**src/rtl/sid_envelope_follower.sv**
```systemverilog
// Envelope follower: rectifies a signed sample stream, tracks its amplitude with
// linear rate-scaled attack/release, and derives a hysteretic gate with a hold timer.
module sid_envelope_follower #(
    parameter int unsigned HOLD_CYCLES = 1024
) (
    input  logic       clk,
    input  logic       rst_n,
    input  logic       sample_valid_i,
    input  logic [7:0] sample_i,
    input  logic [3:0] attack_rate_i,
    input  logic [3:0] release_rate_i,
    input  logic [3:0] gate_on_thresh_i,
    input  logic [3:0] gate_off_thresh_i,
    output logic [7:0] envelope_o,
    output logic       gate_out_o,
    output logic [1:0] env_state_o
);

    typedef enum logic [1:0] {
        StIdle    = 2'd0,
        StOpen    = 2'd1,
        StHold    = 2'd2,
        StRelease = 2'd3
    } state_e;

    // A zero hold length is treated as one clock.
    localparam int unsigned HoldLen  = (HOLD_CYCLES < 1) ? 1 : HOLD_CYCLES;
    localparam int unsigned CntW     = (HoldLen > 1) ? $clog2(HoldLen) : 1;
    localparam logic [CntW-1:0] HoldLoad = CntW'(HoldLen - 1);

    logic [7:0]      mag_q, mag_d;
    logic [7:0]      env_q, env_d;
    logic [15:0]     pre_q, pre_d;
    logic [CntW-1:0] hold_q, hold_d;
    state_e          state_q, state_d;

    logic [7:0] abs_val;
    logic [7:0] on_level;
    logic [7:0] off_raw;
    logic [7:0] off_level;
    logic       gate_en;
    logic       attack_tick;
    logic       release_tick;

    // Rate r fires when the low r+1 prescaler bits are all ones.
    function automatic logic rate_tick(input logic [15:0] pre, input logic [3:0] rate);
        logic [15:0] mask;
        mask = 16'hFFFF >> (4'd15 - rate);
        return (pre & mask) == mask;
    endfunction

    // Rectify: magnitude saturated to 127, then doubled to span 0..254.
    always_comb begin
        abs_val = sample_i[7] ? (~sample_i + 8'd1) : sample_i;
        mag_d   = mag_q;
        if (sample_valid_i) begin
            mag_d = (abs_val > 8'd127) ? 8'd254 : {abs_val[6:0], 1'b0};
        end
    end

    // Free-running prescaler and rate ticks derived from it.
    always_comb begin
        pre_d        = pre_q + 16'd1;
        attack_tick  = rate_tick(pre_q, attack_rate_i);
        release_tick = rate_tick(pre_q, release_rate_i);
    end

    // Gate levels; a close level at or above the open level collapses onto it.
    always_comb begin
        on_level  = {gate_on_thresh_i, 4'h0};
        off_raw   = {gate_off_thresh_i, 4'h0};
        off_level = (off_raw >= on_level) ? on_level : off_raw;
        gate_en   = |gate_on_thresh_i;
    end

    // Envelope step: attack toward a larger magnitude, release toward a smaller one.
    // Single steps cannot overshoot mag_q since the comparison is strict.
    always_comb begin
        env_d = env_q;
        if (mag_q > env_q) begin
            if (attack_rate_i == 4'd0) begin
                env_d = mag_q;
            end else if (attack_tick) begin
                env_d = env_q + 8'd1;
            end
        end else if (mag_q < env_q) begin
            // Release is frozen while the gate is being held open.
            if ((state_q != StHold) && release_tick) begin
                env_d = env_q - 8'd1;
            end
        end
    end

    // Datapath registers.
    always_ff @(posedge clk or negedge rst_n) begin
        if (!rst_n) begin
            mag_q <= 8'd0;
            env_q <= 8'd0;
            pre_q <= 16'd0;
        end else begin
            mag_q <= mag_d;
            env_q <= env_d;
            pre_q <= pre_d;
        end
    end

    // FSM state and hold counter registers.
    always_ff @(posedge clk or negedge rst_n) begin
        if (!rst_n) begin
            state_q <= StIdle;
            hold_q  <= '0;
        end else begin
            state_q <= state_d;
            hold_q  <= hold_d;
        end
    end

    // FSM next state; transitions look at the registered envelope.
    always_comb begin
        state_d = state_q;
        hold_d  = hold_q;
        if (!gate_en) begin
            state_d = StIdle;
        end else begin
            unique case (state_q)
                StIdle: begin
                    if (env_q >= on_level) begin
                        state_d = StOpen;
                    end
                end
                StOpen: begin
                    if (env_q < off_level) begin
                        state_d = StHold;
                        hold_d  = HoldLoad;
                    end
                end
                StHold: begin
                    if (env_q >= on_level) begin
                        state_d = StOpen;
                    end else if (hold_q == '0) begin
                        state_d = StRelease;
                    end else begin
                        hold_d = hold_q - CntW'(1);
                    end
                end
                StRelease: begin
                    if (env_q >= on_level) begin
                        state_d = StOpen;
                    end else if (env_q == 8'd0) begin
                        state_d = StIdle;
                    end
                end
                default: state_d = StIdle;
            endcase
        end
    end

    // Outputs decode purely from registers.
    always_comb begin
        envelope_o  = env_q;
        env_state_o = state_q;
        gate_out_o  = 1'b0;
        unique case (state_q)
            StOpen, StHold:    gate_out_o = 1'b1;
            StIdle, StRelease: gate_out_o = 1'b0;
            default:           gate_out_o = 1'b0;
        endcase
    end

endmodule
```
**config.mk**
```make
export PLATFORM = sky130hd
export DESIGN_NAME = sid_envelope_follower
export DESIGN_NICKNAME = d
export VERILOG_FILES = /design/src/rtl/sid_envelope_follower.sv
export SDC_FILE = /design/constraint.sdc
export NUM_CORES = 1
export LEC_CHECK = 0
export ABC_AREA = 0
export CAP_MARGIN = 20
export CORE_MARGIN = 8
export CORE_UTILIZATION = 29
export DETAILED_ROUTE_END_ITERATION = 12
export GPL_ROUTABILITY_DRIVEN = 0
export PLACE_DENSITY = 0.58
export SKIP_LAST_GASP = 1
export SLEW_MARGIN = 5
export SYNTH_ARGS = -nofsm -noshare
export SYNTH_HDL_FRONTEND = slang
export SYNTH_SLANG_ARGS = --single-unit
export TNS_END_PERCENT = 20
```
**constraint.sdc**
```tcl
create_clock -name clk -period 2.5 [get_ports clk]
set_input_delay 0.75 -clock clk [delete_from_list [all_inputs] [get_ports clk]]
set_output_delay 0.75 -clock clk [all_outputs]
set_load 0.1 [all_outputs]
```
==> results of run 1 <==
-- flip-flops by register name, summed over array words and instances (netlist names) --
signal / count
hold_q: 10
env_state_o: 2
mag_q: 7
pre_q: 16
envelope_o: 8
-- synthesized netlist by cell type (5+ instances only) --
master	number
sky130_fd_sc_hd__a21oi_1	42
sky130_fd_sc_hd__dfrtp_1	43
sky130_fd_sc_hd__nor2_1	31
sky130_fd_sc_hd__nand2b_1	7
sky130_fd_sc_hd__clkbuf_1	11
sky130_fd_sc_hd__inv_1	30
sky130_fd_sc_hd__a31oi_1	9
sky130_fd_sc_hd__and3_1	6
sky130_fd_sc_hd__o21ai_0	22
sky130_fd_sc_hd__nor4_1	6
sky130_fd_sc_hd__nor3_1	16
sky130_fd_sc_hd__nand3_1	15
sky130_fd_sc_hd__xnor2_1	14
sky130_fd_sc_hd__ha_1	29
sky130_fd_sc_hd__nand2_1	31
sky130_fd_sc_hd__o22ai_1	5
sky130_fd_sc_hd__or3_1	5
sky130_fd_sc_hd__xor2_1	7
-- what timing repair did --
action / in CTS / in global routing
gates resized for setup: 21 / 22
setup endpoints to repair: 20 / 20
pin swaps: 11 / 11
setup buffers: 4 / 2
-- power by group through the flow --
stage / Combinational [mW] / Sequential (mW) / Clock [mW]
global placement: 1.93 / 0.873 / 0
global route: 2.19 / 0.878 / 0.927
detailed placement: 1.95 / 0.877 / 0
finish: 2.01 / 0.859 / 0.879
CTS: 1.99 / 0.862 / 0.896
floorplan: 0.925 / 1.26 / 0
-- per-stage QoR --
step | cell area [sq um] | util [%]
global placement | 4294 | 37.93
finish | 4556 | 40.24
detailed placement | 4294 | 37.93
floorplan | 3416 | -
global route | 4556 | 40.24
CTS | 4526 | 39.98
-- logic make-up after synthesis --
family | after synthesis
compound gates | 111
simple gates | 142
mux | 7
flops | 43
xor+xnor | 21
buf+inv | 48
fa+ha+maj | 29
-- worst max-delay path by stage --
stage / startpoint / endpoint / slack [ns] / cells after the start
floorplan: gate_off_thresh_i[0] / hold_q[3] / -0.81 / 14
global placement: gate_off_thresh_i[0] / hold_q[5] / -1.56 / 16
detailed placement: gate_off_thresh_i[0] / hold_q[5] / -1.60 / 16
CTS: gate_off_thresh_i[0] / hold_q[3] / -0.90 / 16
global route: gate_off_thresh_i[2] / hold_q[3] / -0.90 / 14
finish: gate_off_thresh_i[0] / hold_q[3] / -0.76 / 16
-- critical path: stages --
cell                        delay (ns)
sky130_fd_sc_hd__buf_12           0.11
sky130_fd_sc_hd__inv_12           0.04
sky130_fd_sc_hd__ha_4             0.17
sky130_fd_sc_hd__nand2b_4         0.14
sky130_fd_sc_hd__a2111oi_4        0.32
sky130_fd_sc_hd__nor2_2           0.09
sky130_fd_sc_hd__buf_4            0.14
sky130_fd_sc_hd__mux2i_1          0.12
sky130_fd_sc_hd__ha_2             0.18
sky130_fd_sc_hd__a21o_1           0.18
sky130_fd_sc_hd__a21oi_2          0.16
sky130_fd_sc_hd__nor2_2           0.06
sky130_fd_sc_hd__or2_4            0.23
sky130_fd_sc_hd__a211oi_4         0.31
sky130_fd_sc_hd__mux2_4           0.33
sky130_fd_sc_hd__a31oi_1          0.13
-- layout make-up --
cell class | count | area (sq um) | area share (%)
clock buffers | 5 | 125.1 | 2.746
clock inverters | 3 | 71.32 | 1.566
inverters | 30 | 125.1 | 2.746
multi-input cells | 310 | 2167 | 47.57
flip-flops and latches | 43 | 1077 | 23.65
well taps | 143 | 178.9 | 3.928
repair buffers | 98 | 810.8 | 17.80
-- layer usage --
layer,wire length (um),vias to the layer above
li1,-,1621
met1,4044,1521
met2,4229,80
met3,434,15
met4,174,0
met5,0,-
==> impl_metrics.tcl, run 1 <==
set metrics [dict create \
    outcome "complete, but fails checks" \
    violated_checks "setup timing" \
    wirelength_um 8883 \
    synthToLayoutAreaGrowth_pct 36.78 \
    hpwlAfterDp_um 6826 \
    seq_area_frac_synth_pct 32.31 \
    maximum_number_of_pins_on_one_net_before_global_route_repair 44 \
    pin_count 38 \
    fin_tns_setup_ns -10.53 \
    holdBufCountCts 0 \
    internal-power_mw 2.119 \
    synth.cell_area_sq_um 3331 \
    dp.cells 619 \
    synth_fa_ha_area_share_pct 10.89 \
    post_synth_and_or_nand_nor_area_fraction_pct 22.16 \
    asyncSetResetFlopFracSynth_pct 100.0 \
    worst_r2r_endpoint "envelope_o[0]" \
    drc 0 \
    power_leakage_nw 1.982 \
    synth_top_cells_by_area "sky130_fd_sc_hd__dfrtp_1 32%, sky130_fd_sc_hd__ha_1 11%, sky130_fd_sc_hd__a21oi_1 6.3%" \
    worstHoldPathCells 1 \
    final-setup-viol-count 20 \
    vias 3237 \
    use_met3_pct 2.237 \
    yosys.cell_types.count 60 \
    synth-xor-area-share_pct 5.522 \
    cts.sinks 43 \
    fraction_of_met2_tracks_used_by_global_routing_pct 19.87 \
    fillers 1143 \
    net-switching-power_mw 1.633 \
    critPathRequiredTime_ns 2.71 \
    final-instance-count-excl-fill 632 \
    worst_hold_path_type "reg2reg" \
    timing.rr.start "env_state_o[0]" \
    initial_antenna_violation_count 0 \
    startpoint_type "input port" \
    synth.ff_latch_count 43 \
    cts.htree.levels 2 \
    reg2regPathDepth 8 \
    most_common_cell_after_layout_fill_and_taps_aside "sky130_fd_sc_hd__buf_4" \
    power.sequential.fraction_pct 22.9 \
    row_count 39 \
    grt.overflow.total 0 \
    worstPathMaxFanout 4 \
    clockBufferDepth 2 \
    max-vdd-ir-drop_uv 1260 \
    io_buffer_count 37 \
    grt_setup_unrepaired "yes" \
    ratio_of_cells_with_drive_above_1_in_the_final_layout_pct 24.13 \
    detail_route.first_pass.iterations 4 \
    detail-route-antenna-nets 0 \
    netlist_instances 401 \
    synth_mux_area_share_pct 2.216 \
    grt_first_pass_wirelength_um 15260 \
    fp.dieArea_sq_um 15170 \
    grt_usage_pct 12.09 \
    floorplan.initialDensity_pct 29.42 \
    viasPerCell 5.122 \
    synth_largest_type_area_fraction_pct 32.31 \
    max_cap_violations 0 \
    whs_ns 0.5098 \
    max_freq_ghz 0.3070 \
    die_w_um 123.2 \
    synth-warning-count 0 \
    yosys_most_used_dff "sky130_fd_sc_hd__dfrtp_1" \
    post-route-worst-setup-slack_ns -0.7578 \
    synth_compound_area_share_pct 21.04 \
    finish.net_count 544 \
    powerDensity_nw_per_um2 823.4 \
    drv_slew 0 \
    crit_path_end_kind "flop" \
    n_antenna_cell 0 \
    grt.met1_usage_pct 15.68 \
    post-route-min-period_ns 3.258 \
    regToRegSetupSlack_ns -0.01 \
    combinationalPowerShare_pct 53.7 \
    synth_edf_count 0 \
    combinational_family_with_the_most_area_after_synthesis "simple AND/OR/NAND/NOR gates" \
    hp-start "hold_q[0]" \
    cts_tree "yes" \
    grt_most_used_layer "met2" \
    totalPowerFinal_mw 3.751 \
    synth.net_count 457 \
    setup.worst_path.class "in2reg" \
    via_count_of_the_first_global_routing_pass 3223 \
    clk_pin_slew_ns 0.07 \
    mostFrequentLayoutCells "69 x sky130_fd_sc_hd__buf_4, 42 x sky130_fd_sc_hd__dfrtp_1, 41 x sky130_fd_sc_hd__a21oi_1" \
    layout_worst_path_cycle_share_pct 130.3 \
    post_synthesis_average_cell_area_sq_um 8.306 \
    synth_largest_area_cell "sky130_fd_sc_hd__dfrtp_1" \
    worstSkewPairLatency_ns 0.29 \
    core-area_sq_um 11320 \
    relSlewSlack_pct 62.92 \
    clock_buffers_created_by_tritoncts 5 \
    drt-initial-drc-count 202 \
    report.final.hold_viol_count 0 \
    die_h_um 123.2 \
    tightestPinTransition_ns 0.5561 \
    hold_end "hold_q[0]" \
    worstPathArrival_ns 3.47 \
    cts.root.buffer_cell "sky130_fd_sc_hd__clkbuf_16" \
    fin_worst_skew_ns 0.006834 \
    post_drt_wl_per_cell_um 14.06 \
    dpl_worst_slack_ns -1.605 \
    p_sw_share_pct 43.52 \
    clockPowerShare_pct 23.4 \
]
Power figures use the tool's default switching activity.
==> run 2, diff against run 1 <==
- PLACE_DENSITY: 0.58 -> default
==> run 2 against run 1 <==
  * The run still ends with setup timing left
  * Clock skew decreased by 0.0024 ns
  * Power decreased by 6.6%
  * Non-clock buffer count unchanged
  * Maximum frequency decreased by 1.2%
  * Critical endpoint unchanged
==> impl_metrics.tcl, run 2 (synthesis results as in run 1) <==
set metrics [dict create \
    post-route-worst-setup-slack_ns -0.7983 \
    cts.root.buffer_cell "sky130_fd_sc_hd__clkbuf_16" \
    power_leakage_nw 1.957 \
    vias 3243 \
    viasPerCell 5.131 \
    largest_reg_flops 16 \
    die_w_um 123.2 \
    cp_common_cell "sky130_fd_sc_hd__nor2_2" \
    floorplan.initialDensity_pct 29.42 \
    fin_worst_skew_ns 0.004415 \
    n_antenna_cell 0 \
    post_drt_wl_per_cell_um 14.10 \
    io_buffer_count 37 \
    cp_slowest_cell "sky130_fd_sc_hd__mux2_4" \
    tightestPinTransition_ns 0.5026 \
    timing.critical_path.slowest_cell_delay_ns 0.35 \
    hpwlAfterDp_um 6807 \
    max-vdd-ir-drop_uv 1211 \
    wirelength_um 8912 \
    timing.critical_path.cells "clkdlybuf4s15_1 > ha_4 > o21a_1 > nor2_2 > nor2_2 > buf_4 > mux2i_2 > ha_1 > a21oi_2 > nor2_1 > or2_4 > a211oi_4 > mux2_4 > a31oi_4" \
    pin_count 38 \
    relSlewSlack_pct 66.02 \
    drv_slew 0 \
    grt_setup_unrepaired "yes" \
    via_count_of_the_first_global_routing_pass 3267 \
    core-area_sq_um 11320 \
    cp.buffers_inverters 2 \
    outcome "complete, but fails checks" \
    setup.worst_path.class "in2reg" \
    crit_path_end_kind "flop" \
    die_h_um 123.2 \
    totalPowerFinal_mw 3.505 \
    startpoint_type "input port" \
    synthToLayoutAreaGrowth_pct 35.69 \
    drt-initial-drc-count 161 \
    critPathRequiredTime_ns 2.71 \
    holdBufCountCts 0 \
    final-setup-viol-count 20 \
    clockBufferDepth 2 \
    powerDensity_nw_per_um2 775.5 \
    cts.htree.levels 2 \
    post-route-min-period_ns 3.298 \
    row_count 39 \
    detail_route.first_pass.iterations 5 \
    maximum_number_of_pins_on_one_net_before_global_route_repair 44 \
    initial_antenna_violation_count 0 \
    mostFrequentLayoutCells "68 x sky130_fd_sc_hd__buf_4, 42 x sky130_fd_sc_hd__dfrtp_1, 41 x sky130_fd_sc_hd__a21oi_1" \
    layout_worst_path_cycle_share_pct 131.9 \
    grt_first_pass_wirelength_um 15170 \
    cts.sinks 43 \
    fp.dieArea_sq_um 15170 \
    max_cap_violations 0 \
    finish.net_count 544 \
    path_delay_family "compound AO/OA/AOI/OAI gates" \
    worstPathArrival_ns 3.51 \
    drc 0 \
    regMostFlops "pre_q" \
    grt_usage_pct 12.05 \
    clk_pin_slew_ns 0.06 \
    worst_hold_path_type "in2async" \
    dp.cells 619 \
    violated_checks "setup timing" \
    worstPathMaxFanout 4 \
    worstSkewPairLatency_ns 0.28 \
    ratio_of_cells_with_drive_above_1_in_the_final_layout_pct 23.72 \
    final-instance-count-excl-fill 632 \
    max_freq_ghz 0.3032 \
    grt.overflow.total 0 \
    clock_buffers_created_by_tritoncts 5 \
    detail-route-antenna-nets 0 \
    cts_tree "yes" \
    most_common_cell_after_layout_fill_and_taps_aside "sky130_fd_sc_hd__buf_4" \
    report.final.hold_viol_count 0 \
]
-- run 2: where the power goes --
part	internal [mW]	switching, mW	total (mW)
Sequential	0.778	0.0892	0.867
Clock	0.370	0.267	0.637
Combinational	0.752	1.25	2.00
Total	1.90	1.61	3.50
-- run 2: worst paths after layout --
| kind | from | endpoint | slack, ns | depth (start not counted) |
|---|---|---|---|---|
| worst min register to register | hold_q[0] | hold_q[0] | 0.49 | 1 |
| worst max-delay path | gate_off_thresh_i[2] | hold_q[3] | -0.80 | 14 |
| min in group clk | hold_q[0] | hold_q[0] | 0.49 | 1 |
| worst max register to register | env_state_o[0] | envelope_o[0] | -0.03 | 8 |
| max in group asynchronous | rst_n | env_state_o[0] | 1.84 | 2 |
| worst min-delay path | rst_n | pre_q[14] | 0.43 | 2 |
-- run 2: final cells by class --
type                       instances  area, sq um
clock buffer                       7        132.6
inverter                          30        125.1
fill                            1143         6802
tap                              143        178.9
multi-input combinational        310         2177
clock inverter                     1        5.005
timing repair buffer              98        823.3
sequential                        43         1077
-- run 2: what timing repair did --
action	4_1_cts	5_1_grt
buffers inserted	5	1
pin swaps	12	10
gates resized for setup	18	24
endpoints found under the setup margin	20	20
-- run 2: routing by layer --
metal / vias up / global-route usage [%] / wire [um]
li1: 1621 / - / -
met2: 90 / 20.48 / 4343
met5: - / 0 / 0
met3: 11 / 2.055 / 425
met4: 0 / 4.289 / 125
met1: 1521 / 15.07 / 4017
-- run 2: stage by stage --
step,TNS (ns),util [%],cell area (sq um),worst slack [ns],hold WS (ns)
6_report,-11.69,39.92,4519,-0.7983,0.4329
3_5_place_dp,-23.89,38.04,4307,-1.637,0.4852
2_1_floorplan,-13.04,-,3416,-0.8089,0.4531
4_1_cts,-12.74,39.58,4481,-0.8850,0.4453
5_1_grt,-13.86,39.92,4519,-0.9176,0.4495
3_3_place_gp,-22.99,38.04,4307,-1.550,0.4772
==> run 3, diff against run 2 <==
- PLACE_DENSITY_LB_ADDON: default -> 0.3
- clock period: 2.5 -> 2.8 ns (I/O delays scaled with it)
==> run 3 against run 2 <==
  * The flow still finishes with violations (setup timing)
  * Die area unchanged
  * Worst hold slack improved by 0.064 ns
  * Non-clock buffer count shrank 10
  * Core utilization is 0.62 points lower
  * Design area is 1.6% lower
  * Wire length down 2.5%
  * Clock power rose by 7.1%
  * Register-to-register slack improved by 0.30 ns
  * Final cell count fell by 1.6%
  * Sequential share of layout area rose by 0.35 points
  * Critical endpoint is now hold_q[9]
  * Largest cell class unchanged
  * Highest routed layer unchanged
==> impl_metrics.tcl, run 3 (synthesis results as in run 1) <==
set metrics [dict create \
    outcome "complete, but fails checks" \
    violated_checks "setup timing" \
    setup.worst_path.class "in2reg" \
    viasPerCell 5.066 \
    tightestPinTransition_ns 0.6415 \
    via_count_of_the_first_global_routing_pass 3140 \
    fillers 1165 \
    cp_slowest_cell "sky130_fd_sc_hd__a2111oi_4" \
    grt.overflow.total 0 \
    critPathRequiredTime_ns 2.96 \
    net-switching-power_mw 1.435 \
    maximum_number_of_pins_on_one_net_before_global_route_repair 29 \
    area.sequential_sq_um 1076 \
    placed_area_sq_um 4213 \
    max_cap_violations 0 \
    vias 3151 \
    regToRegSetupSlack_ns 0.27 \
    fp.dieArea_sq_um 15170 \
    grt_setup_unrepaired "yes" \
    cts.sinks 43 \
    mostFrequentLayoutCells "61 x sky130_fd_sc_hd__buf_4, 43 x sky130_fd_sc_hd__dfrtp_1, 41 x sky130_fd_sc_hd__a21oi_1" \
    drt-initial-drc-count 211 \
    final-instance-count-excl-fill 622 \
    dpl_worst_slack_ns -1.412 \
    powerDensity_nw_per_um2 716.3 \
    grt_first_pass_wirelength_um 14700 \
    grt_usage_pct 11.80 \
    dp.cells 610 \
    worst_hold_path_type "reg2reg" \
    max_freq_ghz 0.2967 \
    die_h_um 123.2 \
    drv_slew 0 \
    max-vdd-ir-drop_uv 1156 \
    combinationalPowerShare_pct 54.4 \
    worstPathArrival_ns 3.53 \
    power_leakage_nw 1.917 \
    row_count 39 \
    post_drt_wl_per_cell_um 13.96 \
    post-route-cell-area_sq_um 4449 \
    regMostFlops "pre_q" \
    cts.htree.levels 2 \
    post-route-worst-setup-slack_ns -0.5708 \
    relSlewSlack_pct 57.23 \
    drc 0 \
    power.sequential.fraction_pct 24.1 \
    wirelength_um 8686 \
    initial_antenna_violation_count 0 \
    fin_worst_skew_ns 0.01061 \
    fin_tns_setup_ns -6.623 \
    p_sw_share_pct 45.03 \
    synthToLayoutAreaGrowth_pct 33.58 \
    worstSkewPairLatency_ns 0.29 \
    final-setup-viol-count 19 \
    holdBufCountCts 0 \
    timing.critical_path.slowest_cell_delay_ns 0.36 \
    layout_worst_path_cycle_share_pct 120.4 \
    die_w_um 123.2 \
    path_delay_family "compound AO/OA/AOI/OAI gates" \
    cp.buffers_inverters 3 \
    floorplan.initialDensity_pct 29.42 \
    utilization_pct 39.30 \
    post-route-min-period_ns 3.371 \
    io_buffer_count 37 \
    most_common_cell_after_layout_fill_and_taps_aside "sky130_fd_sc_hd__buf_4" \
    worstPathMaxFanout 4 \
    ratio_of_cells_with_drive_above_1_in_the_final_layout_pct 21.92 \
    report.final.hold_viol_count 0 \
    n_antenna_cell 0 \
    largest_reg_flops 16 \
    crit_path_end_kind "flop" \
    pin_count 38 \
    timing.critical_path.cells "buf_12 > inv_12 > ha_4 > nand2b_4 > a2111oi_4 > nor2_4 > mux2i_1 > ha_1 > a21o_1 > a21oi_2 > nor2_1 > or2_4 > a211oi_4 > buf_4 > and4_1 > nor3_2" \
    detail_route.first_pass.iterations 4 \
    detail-route-antenna-nets 0 \
    cts.root.buffer_cell "sky130_fd_sc_hd__clkbuf_16" \
    finish.net_count 534 \
    cts_tree "yes" \
    clockPowerShare_pct 21.4 \
    core-area_sq_um 11320 \
    clockBufferDepth 2 \
    startpoint_type "input port" \
    clk_pin_slew_ns 0.07 \
    multiInputGateArea_sq_um 2173 \
    hpwlAfterDp_um 6759 \
    clock_buffers_created_by_tritoncts 5 \
    internal-power_mw 1.752 \
]
## run 3: changes by cell type in the layout (fill, tap and decap cells not counted), sizes merged
cell,before,now
clkdlybuf4s15,1,2
buf,75,65
bufinv,0,1
clkbuf,12,9
inv,30,31
clkinvlp,0,1
clkinv,1,0
## run 3: layer usage
metal  routed length, um  part of all wire (%)  vias up  global-route usage (%)
met3                 363                   4.2        6                   2.329
met1                4112                    47     1500                   15.09
li1                    -                     -     1592                       -
met5                   0                     0        -                       0
met2                4144                    48       53                   19.87
met4                  66                  0.76        0                   3.160
## run 3: what timing repair did
item / CTS / global route
endpoints found under the setup margin: 20 / 20
pin swaps: 10 / 12
gates resized for setup: 22 / 19
buffers inserted: 3 / 2
## run 3: power groups by stage
stage / sequential, mW / combinational (mW) / clock, mW
2_1_floorplan: 1.12 / 0.826 / 0
3_3_place_gp: 0.781 / 1.70 / 0
3_5_place_dp: 0.784 / 1.71 / 0
4_1_cts: 0.771 / 1.73 / 0.701
5_1_grt: 0.782 / 1.88 / 0.725
6_report: 0.770 / 1.73 / 0.682
## run 3: path summary, 6_finish.rpt
| kind | start | endpoint | depth (start not counted) |
|---|---|---|---|
| max | gate_off_thresh_i[0] | hold_q[9] | 16 |
| min | hold_q[0] | hold_q[0] | 1 |
| max reg2reg | env_state_o[0] | envelope_o[3] | 8 |
| min reg2reg | hold_q[0] | hold_q[0] | 1 |
| max in group asynchronous | rst_n | hold_q[9] | 2 |
| min in group asynchronous | rst_n | hold_q[1] | 1 |
## run 3: area by class of cell
class                   instances  area share [%]
clock inverters                 3           1.040
clock buffers                   5           2.812
repair buffers                 88           16.28
flip-flops and latches         43           24.18
multi-input cells             310           48.85
inverters                      30           2.812
well taps                     143           4.021
## run 3: through the flow
step	total power, mW	hold WS (ns)
2_1_floorplan	1.946	0.4531
3_3_place_gp	2.477	0.4814
3_5_place_dp	2.495	0.4839
4_1_cts	3.205	0.4942
5_1_grt	3.392	0.5216
6_report	3.187	0.4967
